### config.mk
export PLATFORM = sky130hd
export DESIGN_NAME = io_uart_responder_flat
export DESIGN_NICKNAME = d
export VERILOG_FILES = /design/src/rtl/io_uart_responder_if.sv /design/src/rtl/io_uart_responder.sv /design/src/flat_wrapper.sv
export SDC_FILE = /design/constraint.sdc
export NUM_CORES = 1
export LEC_CHECK = 0
export CELL_PAD_IN_SITES_DETAIL_PLACEMENT = 1
export CELL_PAD_IN_SITES_GLOBAL_PLACEMENT = 1
export CORE_UTILIZATION = 35
export CTS_BUF_LIST = sky130_fd_sc_hd__clkbuf_8 sky130_fd_sc_hd__clkbuf_16
export DETAILED_ROUTE_END_ITERATION = 10
export GPL_ROUTABILITY_DRIVEN = 0
export MAX_ROUTING_LAYER = met4
export PLACE_DENSITY = 0.59
export SLEW_MARGIN = 10
export SYNTH_ARGS = -nofsm -noshare
export SYNTH_HDL_FRONTEND = slang
export SYNTH_SLANG_ARGS = --single-unit
export TNS_END_PERCENT = 5
### constraint.sdc
create_clock -name CLK -period 3.5 [get_ports CLK]
set_input_delay 0.7 -clock CLK [delete_from_list [all_inputs] [get_ports CLK]]
set_output_delay 0.7 -clock CLK [all_outputs]
set_load 0.005 [all_outputs]
### src/rtl/io_uart_responder_if.sv
// Byte-wide IO request port between the processor-side requester and the
// UART responder. The requester holds a level request until io_done.
interface io_uart_responder_if;
  logic       io_read_req;
  logic       io_write_req;
  logic [7:0] io_wdata;
  logic       io_ready;
  logic       io_done;
  logic [7:0] io_rdata;

  modport master (
    output io_read_req, io_write_req, io_wdata,
    input  io_ready, io_done, io_rdata
  );

  modport slave (
    input  io_read_req, io_write_req, io_wdata,
    output io_ready, io_done, io_rdata
  );
endinterface

### src/rtl/io_uart_responder.sv
// Responder for the processor IO request port. Received UART bytes wait in
// an RX FIFO until read; written bytes wait in a TX FIFO until the UART
// transmitter takes them. A RELEASE state makes sure a held request is
// serviced only once.
module io_uart_responder #(
  parameter int RX_DEPTH = 16,
  parameter int TX_DEPTH = 16
) (
  input  logic               CLK,
  input  logic               RSTN,
  io_uart_responder_if.slave io,
  input  logic               rx_valid,
  input  logic [7:0]         rx_data,
  output logic               tx_valid,
  output logic [7:0]         tx_data,
  input  logic               tx_ready,
  output logic [3:0]         err
);
  localparam int RX_AW = $clog2(RX_DEPTH);
  localparam int TX_AW = $clog2(TX_DEPTH);
  localparam logic [RX_AW:0]   RX_FULL_CNT = (RX_AW+1)'(RX_DEPTH);
  localparam logic [TX_AW:0]   TX_FULL_CNT = (TX_AW+1)'(TX_DEPTH);
  localparam logic [RX_AW-1:0] RX_PTR_INC  = RX_AW'(1);
  localparam logic [TX_AW-1:0] TX_PTR_INC  = TX_AW'(1);
  localparam logic [RX_AW:0]   RX_CNT_INC  = (RX_AW+1)'(1);
  localparam logic [TX_AW:0]   TX_CNT_INC  = (TX_AW+1)'(1);

  typedef enum logic [2:0] {
    S_IDLE, S_RD_WAIT, S_WR_WAIT, S_DONE, S_RELEASE
  } state_t;

  state_t state_q, state_d;

  logic       io_ready_q, io_done_q;
  logic [7:0] io_rdata_q, io_rdata_d;
  logic [1:0] err_q, err_d;

  logic [7:0]       rx_mem_q [RX_DEPTH];
  logic [RX_AW-1:0] rx_wr_ptr_q, rx_rd_ptr_q;
  logic [RX_AW:0]   rx_cnt_q;
  logic [7:0]       tx_mem_q [TX_DEPTH];
  logic [TX_AW-1:0] tx_wr_ptr_q, tx_rd_ptr_q;
  logic [TX_AW:0]   tx_cnt_q;

  logic rx_empty, rx_full, rx_push, rx_pop, rx_ovf;
  logic tx_empty, tx_full, tx_push, tx_pop, tx_space;
  logic conflict;

  assign rx_empty = (rx_cnt_q == '0);
  assign rx_full  = (rx_cnt_q == RX_FULL_CNT);
  // A full RX FIFO still accepts a byte when the head leaves the same cycle.
  assign rx_push  = rx_valid && (!rx_full || rx_pop);
  assign rx_ovf   = rx_valid && rx_full && !rx_pop;

  assign tx_empty = (tx_cnt_q == '0);
  assign tx_full  = (tx_cnt_q == TX_FULL_CNT);
  assign tx_pop   = !tx_empty && tx_ready;
  assign tx_space = !tx_full || tx_pop;

  assign tx_valid = !tx_empty;
  assign tx_data  = tx_empty ? 8'h00 : tx_mem_q[tx_rd_ptr_q];

  assign io.io_ready = io_ready_q;
  assign io.io_done  = io_done_q;
  assign io.io_rdata = io_rdata_q;
  assign err         = {2'b00, err_q};

  // Next-state and FIFO strobes; IDLE services a request in its own cycle.
  always_comb begin
    state_d  = state_q;
    rx_pop   = 1'b0;
    tx_push  = 1'b0;
    conflict = 1'b0;
    case (state_q)
      S_IDLE: begin
        if (io.io_write_req) begin
          conflict = io.io_read_req;
          if (tx_space) begin
            tx_push = 1'b1;
            state_d = S_DONE;
          end else begin
            state_d = S_WR_WAIT;
          end
        end else if (io.io_read_req) begin
          if (!rx_empty) begin
            rx_pop  = 1'b1;
            state_d = S_DONE;
          end else begin
            state_d = S_RD_WAIT;
          end
        end
      end
      S_RD_WAIT: begin
        if (!rx_empty) begin
          rx_pop  = 1'b1;
          state_d = S_DONE;
        end
      end
      S_WR_WAIT: begin
        if (tx_space) begin
          tx_push = 1'b1;
          state_d = S_DONE;
        end
      end
      S_DONE:    state_d = S_RELEASE;
      S_RELEASE: if (!io.io_read_req && !io.io_write_req) state_d = S_IDLE;
      default:   state_d = S_IDLE;
    endcase
  end

  // Read data and sticky error next values.
  always_comb begin
    io_rdata_d = rx_pop ? rx_mem_q[rx_rd_ptr_q] : io_rdata_q;
    err_d      = err_q | {conflict, rx_ovf};
  end

  // Control state, output registers and FIFO pointers/counts.
  always_ff @(posedge CLK) begin
    if (!RSTN) begin
      state_q     <= S_IDLE;
      io_ready_q  <= 1'b0;
      io_done_q   <= 1'b0;
      io_rdata_q  <= 8'h00;
      err_q       <= 2'b00;
      rx_wr_ptr_q <= '0;
      rx_rd_ptr_q <= '0;
      rx_cnt_q    <= '0;
      tx_wr_ptr_q <= '0;
      tx_rd_ptr_q <= '0;
      tx_cnt_q    <= '0;
    end else begin
      state_q    <= state_d;
      io_ready_q <= (state_d == S_IDLE);
      io_done_q  <= (state_d == S_DONE);
      io_rdata_q <= io_rdata_d;
      err_q      <= err_d;
      if (rx_push) rx_wr_ptr_q <= rx_wr_ptr_q + RX_PTR_INC;
      if (rx_pop)  rx_rd_ptr_q <= rx_rd_ptr_q + RX_PTR_INC;
      case ({rx_push, rx_pop})
        2'b10:   rx_cnt_q <= rx_cnt_q + RX_CNT_INC;
        2'b01:   rx_cnt_q <= rx_cnt_q - RX_CNT_INC;
        default: rx_cnt_q <= rx_cnt_q;
      endcase
      if (tx_push) tx_wr_ptr_q <= tx_wr_ptr_q + TX_PTR_INC;
      if (tx_pop)  tx_rd_ptr_q <= tx_rd_ptr_q + TX_PTR_INC;
      case ({tx_push, tx_pop})
        2'b10:   tx_cnt_q <= tx_cnt_q + TX_CNT_INC;
        2'b01:   tx_cnt_q <= tx_cnt_q - TX_CNT_INC;
        default: tx_cnt_q <= tx_cnt_q;
      endcase
    end
  end

  // FIFO storage; contents are only meaningful between the pointers.
  always_ff @(posedge CLK) begin
    if (rx_push) rx_mem_q[rx_wr_ptr_q] <= rx_data;
    if (tx_push) tx_mem_q[tx_wr_ptr_q] <= io.io_wdata;
  end

endmodule

### src/flat_wrapper.sv
// flat-port wrapper written by rule: the top's interface ports become plain ports
module io_uart_responder_flat 
#(
  parameter int RX_DEPTH = 16,
  parameter int TX_DEPTH = 16
)
  (CLK, RSTN, rx_valid, rx_data, tx_valid, tx_data, tx_ready, err, io_io_read_req, io_io_write_req, io_io_wdata, io_io_ready, io_io_done, io_io_rdata);
  io_uart_responder_if io_i ();
  input  logic CLK;
  input  logic RSTN;
  input  logic rx_valid;
  input  logic [7:0] rx_data;
  output logic tx_valid;
  output logic [7:0] tx_data;
  input  logic tx_ready;
  output logic [3:0] err;
  input wire logic [$bits(io_i.io_read_req)-1:0] io_io_read_req;
  input wire logic [$bits(io_i.io_write_req)-1:0] io_io_write_req;
  input wire logic [$bits(io_i.io_wdata)-1:0] io_io_wdata;
  output wire logic [$bits(io_i.io_ready)-1:0] io_io_ready;
  output wire logic [$bits(io_i.io_done)-1:0] io_io_done;
  output wire logic [$bits(io_i.io_rdata)-1:0] io_io_rdata;
  assign io_i.io_read_req = io_io_read_req;
  assign io_i.io_write_req = io_io_write_req;
  assign io_i.io_wdata = io_io_wdata;
  assign io_io_ready = io_i.io_ready;
  assign io_io_done = io_i.io_done;
  assign io_io_rdata = io_i.io_rdata;
  io_uart_responder #(.RX_DEPTH(RX_DEPTH), .TX_DEPTH(TX_DEPTH)) u_core (.CLK(CLK), .RSTN(RSTN), .io(io_i), .rx_valid(rx_valid), .rx_data(rx_data), .tx_valid(tx_valid), .tx_data(tx_data), .tx_ready(tx_ready), .err(err));
endmodule
# Word level (Yosys, flattened, before mapping)
# Memories as Yosys holds them, arrays and structs flattened. A register that Yosys moved wholly into a read port is not among the register bits.
# Index checks and enable logic that the tools add are counted.
[classes]
addsub = 8
mul = 0
n_div = 0
order_cmp = 0
eq_ne = 11
shift = 0
n_mux = 26
bitwise = 1
n_reduce_logical = 20
[op_table]
columns = ["operator", "n"]
rows = [
  ["$pmux W5 S2", 2],
  ["$add A4 B1 Y4 const B", 4],
  ["$mux W3", 5],
  ["$pmux W3 S5", 1],
  ["$mux W1", 12],
  ["$add A5 B1 Y5 const B", 2],
  ["$eq A5 B5 Y1 const B", 2],
  ["$logic_not A5 Y1", 2],
  ["$sub A5 B1 Y5 const B", 2],
  ["$eq A3 B2 Y1 const B", 3],
  ["$mux W4", 2],
  ["$mux W8", 1],
  ["$logic_not A1 Y1", 7],
  ["$logic_not A3 Y1", 2],
  ["$logic_and A1 B1 Y1", 5],
  ["$eq A2 B1 Y1 const B", 2],
  ["$eq A2 B2 Y1 const B", 2],
  ["$pmux W1 S2", 2],
  ["$reduce_bool A2 Y1", 2],
  ["$eq A3 B1 Y1 const B", 1],
  ["$eq A3 B3 Y1 const B", 1],
  ["$logic_or A1 B1 Y1", 2],
  ["$mux W2", 1],
  ["$or A2 B2 Y2", 1],
]
[totals]
register_bits = 33
latchBits = 0
ram_bits = 256
mem_bits_ro = 0
input_bits = 22
output_inout_bits = 23
elab_cells = 78
memories = 2
[mem_list]
columns = ["name", "words", "width", "read_ports", "rd_ports_with_merged_regs", "wr", "line_no", "source"]
rows = [
  ["u_core.rx_mem_q", 16, 8, 1, 1, 1, "io_uart_responder.sv:38", "logic [7:0] rx_mem_q [RX_DEPTH];"],
  ["u_core.tx_mem_q", 16, 8, 1, 1, 1, "io_uart_responder.sv:41", "logic [7:0] tx_mem_q [TX_DEPTH];"],
]

# Logic depth before layout (Yosys ltp)
[logic_depth]
ltp_word = 9
ltp_mapped = 11

# Worst setup path after synthesis
# No wires, ideal clock.
[synth_timing]
kind = "input to register"
startpoint = "input port io_io_read_req"
endpoint = "register u_core.rx_cnt_q[4]"
arrival_ns = 2.932
t_required_ns = 3.380
path_slack_ns = 0.448
stages = 11
path_cell_list = "nor2b_1 o221a_4 buf_2 and2_1 inv_1 fa_1 nand2b_1 a21oi_1 nand3_1 and3_1 o31a_1"
[synth_between]
elab_chain_cells = 7
elab_cells_between_ends = 9
classes_between = "eq/ne: 2; mux: 4; reduce/logical: 3"
[synth_rtl]
columns = ["element", "line_no", "source"]
rows = [
  ["start: declaration", "flat_wrapper.sv:17", "input wire logic [$bits(io_i.io_read_req)-1:0] io_io_read_req;"],
  ["$mux W1 *", "io_uart_responder.sv:84", "end else if (io.io_read_req) begin"],
  ["$mux W1 *", "io_uart_responder.sv:76", "if (io.io_write_req) begin"],
  ["$pmux W1 S2 *", "io_uart_responder.sv:74", "case (state_q)"],
  ["$logic_or A1 B1 Y1", "io_uart_responder.sv:52", "assign rx_push = rx_valid && (!rx_full || rx_pop);"],
  ["$logic_and A1 B1 Y1", "io_uart_responder.sv:52", ""],
  ["$eq A2 B1 Y1 / $eq A2 B2 Y1 (equally long branches)", "io_uart_responder.sv:139", "case ({rx_push, rx_pop})"],
  ["$pmux W5 S2 / $reduce_bool A2 Y1 (equally long branches)", "-", ""],
  ["end signal: assignment", "io_uart_responder.sv:140", "2'b10: rx_cnt_q <= rx_cnt_q + RX_CNT_INC;"],
  ["end signal: assignment", "io_uart_responder.sv:141", "2'b01: rx_cnt_q <= rx_cnt_q - RX_CNT_INC;"],
  ["end signal: assignment", "io_uart_responder.sv:142", "default: rx_cnt_q <= rx_cnt_q;"],
  ["end: declaration", "io_uart_responder.sv:40", "logic [RX_AW:0] rx_cnt_q;"],
]
# Mark *: on every way between the ends. The rest lies on a longest branch, timed or not.
# A chain may end at the register's enable or synchronous reset.

# Worst setup path after layout
[layout_timing]
startpoint = "register u_core.tx_cnt_q[2]"
endpoint = "output port tx_data[3]"
[layout_between]
elab_chain_cells = 2
[layout_rtl]
columns = ["element", "line_no", "source"]
rows = [
  ["start: declaration", "io_uart_responder.sv:43", "logic [TX_AW:0] tx_cnt_q;"],
  ["start signal: assignment", "io_uart_responder.sv:147", "2'b10: tx_cnt_q <= tx_cnt_q + TX_CNT_INC;"],
  ["start signal: assignment", "io_uart_responder.sv:148", "2'b01: tx_cnt_q <= tx_cnt_q - TX_CNT_INC;"],
  ["start signal: assignment", "io_uart_responder.sv:149", "default: tx_cnt_q <= tx_cnt_q;"],
  ["$logic_not A5 Y1", "io_uart_responder.sv:55", "assign tx_empty = (tx_cnt_q == '0);"],
  ["$mux W8", "io_uart_responder.sv:61", "assign tx_data = tx_empty ? 8'h00 : tx_mem_q[tx_rd_ptr_q];"],
  ["end: declaration", "flat_wrapper.sv:14", "output logic [7:0] tx_data;"],
]
# Every way passes these cells.

==> results.py <==
metrics = {
    "sta": {
        "period_needed_ns": 3.29,
        "rsz0062_at_grt": "false",
        "fmax_mhz": 304,
        "post-route-period-util": 0.941,
        "setup_viol": 0,
        "timing.slew.headroom": 0.474,
        "final_max_slew_viol_count": 0,
        "hold_slack_ns": 0.469,
        "skew_ns": 0.0273,
        "finalHoldViolations": 0,
        "tightest_slew_ns": 0.788,
    },
    "yosys": {
        "post_synth.cell_area_avg_sq_um": 17.2,
        "synthSimpleGateAreaFrac": 0.0548,
        "synth_fa_ha_area_frac": 0.0193,
        "synth_edf_count": 256,
        "synth_cells": 699,
        "synth.distinct_cells": 52,
        "synth_ff_type": "edfxtp_1",
        "synth-xor-area-share": 0.0124,
        "ys_async_sr_fraction": 0,
        "ys_ff_latch": 301,
        "synth_compound_area_frac": 0.0496,
        "netlist_area_sq_mm": 0.0120,
        "synth_top_family_by_area": "multiplexers",
        "yosys_warnings": 0,
        "ys_seq_area_frac": 0.714,
        "synthMuxAreaShare": 0.133,
    },
    "global_routing": {
        "grt_max_degree": 45,
        "antenna_found_initial": 0,
        "grt_pass1_wl_mm": 40.9,
        "global_route.usage.total": 0.158,
        "grt-ovfl-total": 0,
        "grt_pass1_vias": 7088,
    },
    "run_status": {
        "status": "completed",
    },
    "clock_tree": {
        "cts_buffers": 35,
        "clock_path_buffers": 3,
        "cts_sinks": 301,
        "cts_setup_buffers": 0,
        "clk_pin_slew_ns": 0.06,
        "cts_tree": "built",
        "cts_resized": 0,
        "clock_latency_ns": 0.52,
        "hold_buffers": 0,
        "cts_root_buf": "clkbuf_16",
        "ctsHtreeMaxLevel": 2,
    },
    "layout": {
        "final_layout_size_suffix_gt1_frac": 0.190,
        "layout_commonest_cell": "edfxtp_1",
        "syn_to_final_growth_pct": 19.5,
        "seqCellArea_sq_mm": 0.00859,
        "antenna_cells": 0,
        "final_cell_mix": "edfxtp_1, mux4_2, mux2i_1",
        "nets": 833,
        "fillers": 3282,
        "multiInputGateArea_sq_mm": 0.00325,
        "final_cells": 1268,
        "fin_util": 0.427,
    },
    "power_and_ir_drop": {
        "power_density_mw_per_mm2": 703,
        "p_leak_nw": 4.70,
        "p_total_w": 0.0101,
        "ir_drop_uv": 411,
    },
    "detailed_routing": {
        "vias": 6448,
        "first_iter_violations": 303,
        "via_per_inst": 5.09,
        "wl_per_cell_um": 20.8,
        "drtPass1Iterations": 4,
        "drcViolationCount": 0,
        "drt-total-wl_mm": 26.4,
        "antenna_left": 0,
    },
    "hold_path": {
        "hold_depth": 1,
        "hold_path_class": "reg -> reg",
        "holdCritStartpoint": "u_core.err_q[1]",
    },
    "die": {
        "die_w_um": 187,
        "start_util": 0.357,
        "pin_count": 45,
        "core_area_sq_mm": 0.0337,
        "rows": 67,
        "die_area_sq_mm": 0.0351,
        "die_y_um": 187,
    },
    "critical_path": {
        "critical_path_class": "reg -> out",
        "worstPathCellList": "nor4_1 -> buf_4 -> nand2_1 -> nand2b_1 -> o22ai_1 -> clkdlybuf4s50_1",
        "worstReg2RegStart": "u_core.tx_cnt_q[2]",
        "arrival_ns": 2.59,
        "required_ns": 2.80,
        "crit_start": "u_core.tx_cnt_q[2]",
        "slowest_delay_ns": 0.57,
        "worst_setup_path_start_kind": "flop",
        "r2r_cells": 12,
        "cp_max_fo": 8,
        "cp-end-kind": "output pin",
        "critPathSlowestCell": "clkdlybuf4s50_1",
    },
    "place": {
        "io_buffers": 42,
        "dp_hpwl_mm": 17.0,
        "dpl.cell_count": 1204,
    },
    "job": {
        "drv_cap": 0,
    },
}
==> final timing paths <==
check             slack (ns)                  to
setup / recovery        0.21          tx_data[3]
hold / removal          0.47     u_core.err_q[1]
setup reg to reg        0.54  u_core.tx_cnt_q[4]
hold reg to reg         0.47     u_core.err_q[1]
==> Yosys cell counts, types with 2 or more instances <==
| cell type | number | area share |
|---|---|---|
| a21boi_0 | 2 | 0.0012 |
| a21oi_1 | 11 | 0.0046 |
| a22oi_1 | 8 | 0.0050 |
| a31oi_1 | 9 | 0.0047 |
| and2_1 | 20 | 0.010 |
| and3_1 | 5 | 0.0026 |
| buf_1 | 4 | 0.0012 |
| buf_2 | 10 | 0.0042 |
| buf_4 | 2 | 0.0012 |
| clkbuf_1 | 17 | 0.0053 |
| dfxtp_1 | 45 | 0.075 |
| edfxtp_1 | 256 | 0.64 |
| ha_1 | 17 | 0.018 |
| inv_1 | 15 | 0.0047 |
| mux2i_1 | 48 | 0.040 |
| mux4_2 | 50 | 0.094 |
| nand2_1 | 21 | 0.0065 |
| nand2b_1 | 9 | 0.0047 |
| nand3_1 | 2 | 0.00083 |
| nand4_1 | 4 | 0.0021 |
| nor2_1 | 36 | 0.011 |
| nor2b_1 | 9 | 0.0047 |
| nor3_1 | 9 | 0.0037 |
| nor4_1 | 3 | 0.0016 |
| o211ai_1 | 2 | 0.0012 |
| o21a_1 | 3 | 0.0019 |
| o21ai_0 | 16 | 0.0067 |
| o22ai_1 | 23 | 0.012 |
| o31ai_1 | 2 | 0.0012 |
| or3_1 | 4 | 0.0021 |
| xnor2_1 | 15 | 0.011 |
| xor2_1 | 2 | 0.0015 |
==> state kept, by name (all words and copies together), names as in the netlist, named ones only <==
register            cells
u_core.tx_wr_ptr_q      4
u_core.io.io_ready      1
u_core.rx_mem_q       128
u_core.tx_rd_ptr_q      4
u_core.rx_rd_ptr_q      4
u_core.rx_wr_ptr_q      4
u_core.io.io_done       1
u_core.state_q          3
u_core.rx_cnt_q         5
u_core.tx_mem_q       128
u_core.err_q            2
u_core.io.io_rdata      8
u_core.tx_cnt_q         5
==> report_power, final <==
| part | total, W | switching, W | internal [W] |
|---|---|---|---|
| Clock | 0.00354 | 0.00142 | 0.00213 |
| Sequential | 0.00435 | 0.000201 | 0.00415 |
| Combinational | 0.00222 | 0.00109 | 0.00113 |
==> worst max-delay path, delay by kind of cell, from the launching register on <==
family | cells | cell delay (ns)
compound gates | 1 | 0.38
buf+inv | 2 | 0.72
flops | 1 | 0.44
simple gates | 3 | 0.53
==> per-stage QoR <==
step | setup TNS, ns | worst slack, ns | area (sq um)
3_3_place_gp | 0 | 0.128 | 13200
5_1_grt | 0 | 0.0876 | 14400
2_1_floorplan | 0 | 0.448 | 12000
3_5_place_dp | -0.111 | -0.111 | 13200
6_report | 0 | 0.205 | 14400
4_1_cts | 0 | 0.163 | 14400
==> per-layer routing <==
metal | vias up | wire [um] | GRT usage
li1 | 2933 | - | -
met1 | 3334 | 10900 | 0.182
met2 | 128 | 13800 | 0.280
met3 | 53 | 1030 | 0.0268
met4 | 0 | 595 | 0.0475
met5 | - | 0 | -
==> area by class of cell <==
type | count | area share
sequential | 301 | 0.597
multi-input combinational | 351 | 0.226
clock buffer | 41 | 0.0674
timing repair buffer | 89 | 0.0546
tap | 448 | 0.0390
clock inverter | 23 | 0.0117
inverter | 15 | 0.00391
==> cells by family after synthesis <==
kind of cell	after synthesis
adder cells (fa/ha/maj)	18
AO/OA/AOI/OAI	88
multiplexers	98
other	1
flip-flops	301
AND/OR/NAND/NOR	128
buffers and inverters	48
XOR/XNOR	17
Note: power is estimated with default switching activity, not from simulation.
